[src/rtl/ps2_game_input_if.sv]
// rtl/ps2_game_input_if.sv - PS/2 keyboard pins and game-control outputs of ps2_game_input.
interface ps2_game_input_if;
  logic       ps2_clk;
  logic       ps2_data;
  logic [3:0] cursor_row;
  logic [3:0] cursor_col;
  logic       digit_valid;
  logic [3:0] digit_value;
  logic       frame_error;

  modport master (
    output ps2_clk, ps2_data,
    input  cursor_row, cursor_col, digit_valid, digit_value, frame_error
  );

  modport slave (
    input  ps2_clk, ps2_data,
    output cursor_row, cursor_col, digit_valid, digit_value, frame_error
  );
endinterface

[src/rtl/ps2_game_input.sv]
// rtl/ps2_game_input.sv - PS/2 frame receiver and scan-code decoder driving a 9x9 cursor and digit entry.
module ps2_game_input #(
  parameter int TIMEOUT_CYCLES = 50000
) (
  input  logic             clk,
  input  logic             reset,
  ps2_game_input_if.slave  bus
);
  localparam int TW = $clog2(TIMEOUT_CYCLES + 1);

  typedef enum logic [1:0] {IDLE, DATA, PARITY, STOP} state_t;

  logic        clk_s1_q, clk_s2_q, clk_prev_q;
  logic        dat_s1_q, dat_s2_q;
  state_t      state_q, state_d;
  logic [2:0]  bit_cnt_q, bit_cnt_d;
  logic [7:0]  shift_q, shift_d;
  logic        parity_q, parity_d;
  logic [TW-1:0] tmo_q, tmo_d;
  logic        byte_valid_q, byte_valid_d;
  logic        ferr_q, ferr_d;
  logic        brk_q, brk_d, ext_q, ext_d;
  logic [3:0]  row_q, row_d, col_q, col_d;
  logic        dv_q, dv_d;
  logic [3:0]  dval_q, dval_d;
  logic        fall;

  assign fall = clk_prev_q & ~clk_s2_q;

  always_ff @(posedge clk) begin
    if (reset) begin
      clk_s1_q     <= 1'b1;
      clk_s2_q     <= 1'b1;
      clk_prev_q   <= 1'b1;
      dat_s1_q     <= 1'b1;
      dat_s2_q     <= 1'b1;
      state_q      <= IDLE;
      bit_cnt_q    <= '0;
      shift_q      <= '0;
      parity_q     <= 1'b0;
      tmo_q        <= '0;
      byte_valid_q <= 1'b0;
      ferr_q       <= 1'b0;
      brk_q        <= 1'b0;
      ext_q        <= 1'b0;
      row_q        <= 4'd4;
      col_q        <= 4'd4;
      dv_q         <= 1'b0;
      dval_q       <= 4'd0;
    end else begin
      clk_s1_q     <= bus.ps2_clk;
      clk_s2_q     <= clk_s1_q;
      clk_prev_q   <= clk_s2_q;
      dat_s1_q     <= bus.ps2_data;
      dat_s2_q     <= dat_s1_q;
      state_q      <= state_d;
      bit_cnt_q    <= bit_cnt_d;
      shift_q      <= shift_d;
      parity_q     <= parity_d;
      tmo_q        <= tmo_d;
      byte_valid_q <= byte_valid_d;
      ferr_q       <= ferr_d;
      brk_q        <= brk_d;
      ext_q        <= ext_d;
      row_q        <= row_d;
      col_q        <= col_d;
      dv_q         <= dv_d;
      dval_q       <= dval_d;
    end
  end

  // Receive FSM; the watchdog only runs while a frame is in flight.
  always_comb begin
    state_d      = state_q;
    bit_cnt_d    = bit_cnt_q;
    shift_d      = shift_q;
    parity_d     = parity_q;
    byte_valid_d = 1'b0;
    ferr_d       = 1'b0;
    tmo_d        = (state_q == IDLE || fall) ? '0 : tmo_q + TW'(1);
    if (state_q != IDLE && !fall && tmo_q == TW'(TIMEOUT_CYCLES - 1)) begin
      state_d = IDLE;
      ferr_d  = 1'b1;
    end else if (fall) begin
      case (state_q)
        IDLE: begin
          if (!dat_s2_q) begin
            state_d   = DATA;
            bit_cnt_d = 3'd0;
          end
        end
        DATA: begin
          shift_d   = {dat_s2_q, shift_q[7:1]};
          bit_cnt_d = bit_cnt_q + 3'd1;
          if (bit_cnt_q == 3'd7) state_d = PARITY;
        end
        PARITY: begin
          parity_d = dat_s2_q;
          state_d  = STOP;
        end
        default: begin
          if (dat_s2_q && (^{shift_q, parity_q})) byte_valid_d = 1'b1;
          else                                     ferr_d       = 1'b1;
          state_d = IDLE;
        end
      endcase
    end
  end

  // Scan-code decoder; the received byte stays in shift_q until the next frame starts.
  always_comb begin
    brk_d  = brk_q;
    ext_d  = ext_q;
    row_d  = row_q;
    col_d  = col_q;
    dv_d   = 1'b0;
    dval_d = dval_q;
    if (byte_valid_q) begin
      if (shift_q == 8'hF0) begin
        brk_d = 1'b1;
      end else if (shift_q == 8'hE0) begin
        ext_d = 1'b1;
      end else begin
        brk_d = 1'b0;
        ext_d = 1'b0;
        if (!brk_q && ext_q) begin
          case (shift_q)
            8'h75:   row_d = (row_q == 4'd0) ? 4'd8 : row_q - 4'd1;
            8'h72:   row_d = (row_q >= 4'd8) ? 4'd0 : row_q + 4'd1;
            8'h6B:   col_d = (col_q == 4'd0) ? 4'd8 : col_q - 4'd1;
            8'h74:   col_d = (col_q >= 4'd8) ? 4'd0 : col_q + 4'd1;
            default: ;
          endcase
        end else if (!brk_q) begin
          dv_d = 1'b1;
          case (shift_q)
            8'h16:        dval_d = 4'd1;
            8'h1E:        dval_d = 4'd2;
            8'h26:        dval_d = 4'd3;
            8'h25:        dval_d = 4'd4;
            8'h2E:        dval_d = 4'd5;
            8'h36:        dval_d = 4'd6;
            8'h3D:        dval_d = 4'd7;
            8'h3E:        dval_d = 4'd8;
            8'h46:        dval_d = 4'd9;
            8'h45, 8'h66: dval_d = 4'd0;
            default:      dv_d   = 1'b0;
          endcase
        end
      end
    end
  end

  assign bus.cursor_row  = row_q;
  assign bus.cursor_col  = col_q;
  assign bus.digit_valid = dv_q;
  assign bus.digit_value = dval_q;
  assign bus.frame_error = ferr_q;
endmodule

[src/flat_wrapper.sv]
// flat-port wrapper written by rule: the top's interface ports become plain ports
module ps2_game_input_flat 
#(
  parameter int TIMEOUT_CYCLES = 50000
)
  (clk, reset, bus_ps2_clk, bus_ps2_data, bus_cursor_row, bus_cursor_col, bus_digit_valid, bus_digit_value, bus_frame_error);
  ps2_game_input_if bus_i ();
  input  logic clk;
  input  logic reset;
  input wire logic [$bits(bus_i.ps2_clk)-1:0] bus_ps2_clk;
  input wire logic [$bits(bus_i.ps2_data)-1:0] bus_ps2_data;
  output wire logic [$bits(bus_i.cursor_row)-1:0] bus_cursor_row;
  output wire logic [$bits(bus_i.cursor_col)-1:0] bus_cursor_col;
  output wire logic [$bits(bus_i.digit_valid)-1:0] bus_digit_valid;
  output wire logic [$bits(bus_i.digit_value)-1:0] bus_digit_value;
  output wire logic [$bits(bus_i.frame_error)-1:0] bus_frame_error;
  assign bus_i.ps2_clk = bus_ps2_clk;
  assign bus_i.ps2_data = bus_ps2_data;
  assign bus_cursor_row = bus_i.cursor_row;
  assign bus_cursor_col = bus_i.cursor_col;
  assign bus_digit_valid = bus_i.digit_valid;
  assign bus_digit_value = bus_i.digit_value;
  assign bus_frame_error = bus_i.frame_error;
  ps2_game_input #(.TIMEOUT_CYCLES(TIMEOUT_CYCLES)) u_core (.clk(clk), .reset(reset), .bus(bus_i));
endmodule
[config.mk]
export PLATFORM = sky130hd
export DESIGN_NAME = ps2_game_input_flat
export DESIGN_NICKNAME = d
export VERILOG_FILES = /design/src/rtl/ps2_game_input_if.sv /design/src/rtl/ps2_game_input.sv /design/src/flat_wrapper.sv
export SDC_FILE = /design/constraint.sdc
export NUM_CORES = 1
export LEC_CHECK = 0
export CORE_MARGIN = 10
export CORE_UTILIZATION = 31
export CTS_BUF_LIST = sky130_fd_sc_hd__clkbuf_2
export CTS_CLUSTER_DIAMETER = 80
export DETAILED_ROUTE_END_ITERATION = 16
export GPL_TIMING_DRIVEN = 0
export PLACE_DENSITY = 0.46
export REMOVE_ABC_BUFFERS = 1
export SYNTH_ARGS = -nofsm -noshare
export SYNTH_HDL_FRONTEND = slang
export SYNTH_SLANG_ARGS = --single-unit
[constraint.sdc]
create_clock -name clk -period 2.8 [get_ports clk]
set_clock_uncertainty 0.15 [all_clocks]
set_input_delay 0.42 -clock clk [delete_from_list [all_inputs] [get_ports clk]]
set_output_delay 0.42 -clock clk [all_outputs]
set_load 0.02 [all_outputs]
==> metrics.txt <==
# TYPE chip_impl_metric gauge
chip_impl_metric{name="max-vdd-ir-drop",unit="V"} 0.000208
chip_impl_info{name="rsz0062_at_grt",value="no"} 1
chip_impl_metric{name="finalCriticalPeriod",unit="ns"} 2.65
chip_impl_metric{name="synth.top_cell.area_share",unit="%"} 37.4
chip_impl_metric{name="totalWireLength",unit="µm"} 5640
chip_impl_metric{name="drc_viols",unit=""} 0
chip_impl_metric{name="grt_overflow_total",unit=""} 0
chip_impl_metric{name="synthToLayoutAreaGrowth",unit="%"} 10.7
chip_impl_metric{name="cts_setup_buffers",unit=""} 0
chip_impl_info{name="synth.area.top_cells",value="dfxtp_1 37%, nor2_1 5.7%, ha_1 4.9%"} 1
chip_impl_metric{name="hold_viol_final",unit=""} 0
chip_impl_info{name="cts_tree",value="done"} 1
chip_impl_metric{name="chipWidth",unit="µm"} 115
chip_impl_metric{name="pleak",unit="nW"} 1.01
chip_impl_metric{name="syn-mean-instance-area",unit="µm²"} 8.31
chip_impl_metric{name="placement.io_buffers",unit=""} 17
chip_impl_metric{name="number_of_enable_type_register_cells_in_the_synthesized_netlist",unit=""} 0
chip_impl_metric{name="grt_max_degree",unit=""} 37
chip_impl_metric{name="cts_inserted_buffers",unit=""} 5
chip_impl_info{name="status",value="finished clean"} 1
chip_impl_metric{name="path_clk_slew",unit="ns"} 0.29
chip_impl_metric{name="antenna_cells_inserted",unit=""} 0
chip_impl_metric{name="ant_nets",unit=""} 0
chip_impl_metric{name="synth_cells",unit=""} 335
chip_impl_metric{name="fin_cells",unit=""} 448
chip_impl_info{name="cts-root-buf",value="clkbuf_2"} 1
chip_impl_metric{name="post-route-util",unit="%"} 35.3
chip_impl_metric{name="core_area",unit="µm²"} 8720
chip_impl_metric{name="worst_ep_required_time",unit="ns"} 3.03
chip_impl_metric{name="drt_pass1_iterations",unit=""} 4
chip_impl_info{name="hold-path-endpoint",value="u_core.dat_s2_q"} 1
chip_impl_metric{name="postSynth.asyncResetShare",unit="%"} 0
chip_impl_metric{name="crit_arrival",unit="ns"} 2.88
chip_impl_metric{name="syn-cell-area",unit="µm²"} 2780
chip_impl_metric{name="synth-seq-cells",unit=""} 52
chip_impl_metric{name="starting_density_of_the_core",unit="%"} 31.9
chip_impl_metric{name="synth-warning-count",unit=""} 0
chip_impl_metric{name="post-dp-hpwl",unit="µm"} 3960
chip_impl_info{name="post-synth-top-area-cell",value="dfxtp_1"} 1
chip_impl_metric{name="numPlacedInstances",unit=""} 440
chip_impl_metric{name="number_of_global_route_vias_before_repair",unit=""} 2179
chip_impl_metric{name="grt_antenna_before_repair",unit=""} 0
chip_impl_metric{name="relSlewSlack",unit="%"} 43.8
chip_impl_info{name="worst_setup_path_end_kind",value="flop"} 1
chip_impl_info{name="worst-setup-path-type",value="flop to flop"} 1
chip_impl_metric{name="synth-seq-area-share",unit="%"} 37.4
chip_impl_metric{name="avgViaCountPerCell",unit=""} 5.13
chip_impl_metric{name="vias",unit=""} 2296
chip_impl_metric{name="post_dp_cell_area",unit="µm²"} 3010
chip_impl_metric{name="h-tree-depth",unit=""} 2
chip_impl_metric{name="synth.distinct_cells",unit=""} 54
chip_impl_metric{name="holdPathStages",unit=""} 1
chip_impl_metric{name="length_in_cells_of_the_worst_reg_to_reg_path",unit=""} 5
chip_impl_metric{name="dp_worst_setup_slack",unit="ns"} -0.155
chip_impl_metric{name="layout.cell_area.non_filler",unit="µm²"} 3080
chip_impl_metric{name="max_freq",unit="GHz"} 0.378
chip_impl_info{name="hold_path_class",value="flop to flop"} 1
chip_impl_metric{name="final_max_slew_viol_count",unit=""} 0
chip_impl_metric{name="rows",unit=""} 34
chip_impl_metric{name="r2r_slack",unit="ns"} 0.15
chip_impl_metric{name="first_iter_violations",unit=""} 80
chip_impl_metric{name="floorplan.die.height",unit="µm"} 115
chip_impl_metric{name="grt_pass1_wl",unit="µm"} 10100
chip_impl_metric{name="max_cap_violations",unit=""} 0
chip_impl_metric{name="grtUsageTotal",unit="%"} 8.89
chip_impl_metric{name="timing.final.crit_share",unit="%"} 94.6
chip_impl_metric{name="design.portCount",unit=""} 18
chip_impl_metric{name="die_area",unit="µm²"} 13200
chip_impl_metric{name="tightestPinTransition",unit="ns"} 0.836
chip_impl_info{name="hold_path_startpoint",value="u_core.dat_s1_q"} 1
chip_impl_metric{name="cts.sinks",unit=""} 52
chip_impl_metric{name="clock_path_buffers",unit=""} 2
chip_impl_info{name="r2r-start",value="u_core.shift_q[1]"} 1
chip_impl_info{name="synthFlopType",value="dfxtp_1"} 1
chip_impl_info{name="regToRegEndpoint",value="u_core.bus.cursor_row[2]"} 1
chip_impl_metric{name="post_route_cells_drive_above_1_share",unit="%"} 7.94
chip_impl_metric{name="insertion_delay",unit="ns"} 0.46
chip_impl_metric{name="power-per-cell-area",unit="nW/µm²"} 390
chip_impl_metric{name="finalNetCount",unit=""} 354
chip_impl_metric{name="cp_max_fanout",unit=""} 10
chip_impl_metric{name="routed_wire_length_per_instance",unit="µm"} 12.6
chip_impl_metric{name="globalplace.congestion",unit=""} 0.778
chip_impl_metric{name="setup_viol",unit=""} 0
chip_impl_info{name="kind_of_launch_point_of_the_worst_setup_path",value="flop"} 1
chip_impl_metric{name="timing.final.ws_setup",unit="ns"} 0.152
==> how the worst max path moves through the flow <==
stage,from,end,slack (ns),cells after the start
after global placement,u_core.shift_q[3],u_core.bus.digit_value[0],-0.38,5
after CTS,u_core.shift_q[3],u_core.bus.cursor_row[2],0.07,5
after detailed placement,reset,u_core.tmo_q[14],-0.15,3
final,u_core.shift_q[1],u_core.bus.cursor_row[2],0.15,5
after global routing,u_core.shift_q[6],u_core.bus.cursor_row[2],0.007,5
after floorplan,u_core.shift_q[3],u_core.bus.cursor_row[2],0.38,5
==> state kept, by name, summed over array words and instances (netlist names), 2 cells and up <==
name / flops
u_core.shift_q: 8
u_core.bit_cnt_q: 3
u_core.bus.cursor_col: 4
u_core.tmo_q: 16
u_core.bus.cursor_row: 4
u_core.state_q: 2
u_core.bus.digit_value: 4
==> worst max-delay path, cell delays in order, from the launching register on <==
cell and delay (ns):
dfxtp_1 0.58, nor4bb_1 0.14, a2111o_1 0.46, or4_1 0.67
a211o_1 0.28, a211o_1 0.29
==> per-stage QoR <==
| step | hold WS, ns | TNS (ns) | power [W] |
|---|---|---|---|
| floorplan | 0.239 | 0 | 0.000780 |
| global placement | 0.243 | -2.84 | 0.000801 |
| detailed placement | 0.246 | -1.91 | 0.000801 |
| CTS | 0.278 | 0 | 0.00123 |
| global route | 0.276 | 0 | 0.00125 |
| finish | 0.276 | 0 | 0.00120 |
==> report_power, final <==
part / total (W) / internal, W / switching (W) / leakage (nW)
sequential: 0.000753 / 0.000749 / 0.00000382 / 0.422
combinational: 0.0000327 / 0.0000136 / 0.0000191 / 0.549
clock: 0.000415 / 0.000154 / 0.000261 / 0.0396
==> Yosys cell counts (7+ instances only) <==
cell type / n
dfxtp_1: 52
nor2_1: 42
nand2_1: 23
a21oi_1: 17
inv_1: 17
clkbuf_1: 16
nand3_1: 13
xor2_1: 12
ha_1: 11
xnor2_1: 9
o21ai_0: 8
a211oi_1: 7
mux2i_1: 7
nand2b_1: 7
nand4_1: 7
==> cell type report <==
cell class                 instances  area, µm²
fill                             915       5640
multi-input combinational        245       1600
sequential                        52       1040
timing repair buffer              18        170
tap                              108        135
inverter                          17       63.8
clock inverter                     3       46.3
clock buffer                       5       25.0
==> logic make-up (layout without fill, tap and decap cells) <==
kind of cell | Yosys count | after routing | synth area share (%)
flip-flops | 52 | 52 | 37.4
multiplexers | 8 | 8 | 2.92
adder cells (fa/ha/maj) | 11 | 11 | 4.94
XOR/XNOR | 21 | 21 | 6.61
buffers and inverters | 38 | 43 | 5.35
AND/OR/NAND/NOR | 141 | 141 | 26.8
AO/OA/AOI/OAI | 64 | 64 | 16.0
==> cell usage in the layout (no fill, tap or decap), types with 2 or more instances in the layout <==
| cell type | n |
|---|---|
| a32oi_1 | 2 |
| a21oi_1 | 17 |
| nand2b_1 | 7 |
| nor4bb_1 | 4 |
| and4_1 | 2 |
| clkdlybuf4s50_1 | 16 |
| o21ai_0 | 8 |
| a31oi_1 | 4 |
| or2_2 | 6 |
| mux2i_1 | 7 |
| o211ai_1 | 2 |
| nor2_1 | 42 |
| a31o_2 | 2 |
| dfxtp_1 | 49 |
| a311oi_1 | 5 |
| nand4_1 | 7 |
| clkbuf_2 | 6 |
| or3_1 | 6 |
| nor3_1 | 6 |
| a2111o_1 | 2 |
| a21boi_0 | 2 |
| nand3b_1 | 3 |
| and3_1 | 4 |
| xor2_1 | 12 |
| xnor2_1 | 9 |
| ha_1 | 11 |
| a211o_1 | 2 |
| inv_1 | 17 |
| dfxtp_2 | 3 |
| nand3_1 | 13 |
| nand2_1 | 23 |
| nor4b_1 | 2 |
| nor4_1 | 4 |
| nor2b_1 | 4 |
| a211oi_1 | 7 |
==> timing repair <==
item,4_1_cts,5_1_grt
setup endpoints to repair,0,2
hold buffers,0,0
gates resized for setup,0,3
==> layer usage <==
metal | share of wire [%] | track usage [%]
met1 | 50 | 11.8
met2 | 45 | 14.1
met3 | 3.5 | 1.98
met4 | 1.2 | 2.72
met5 | 0 | 0
No activity file was read; power rests on OpenSTA's default activity.
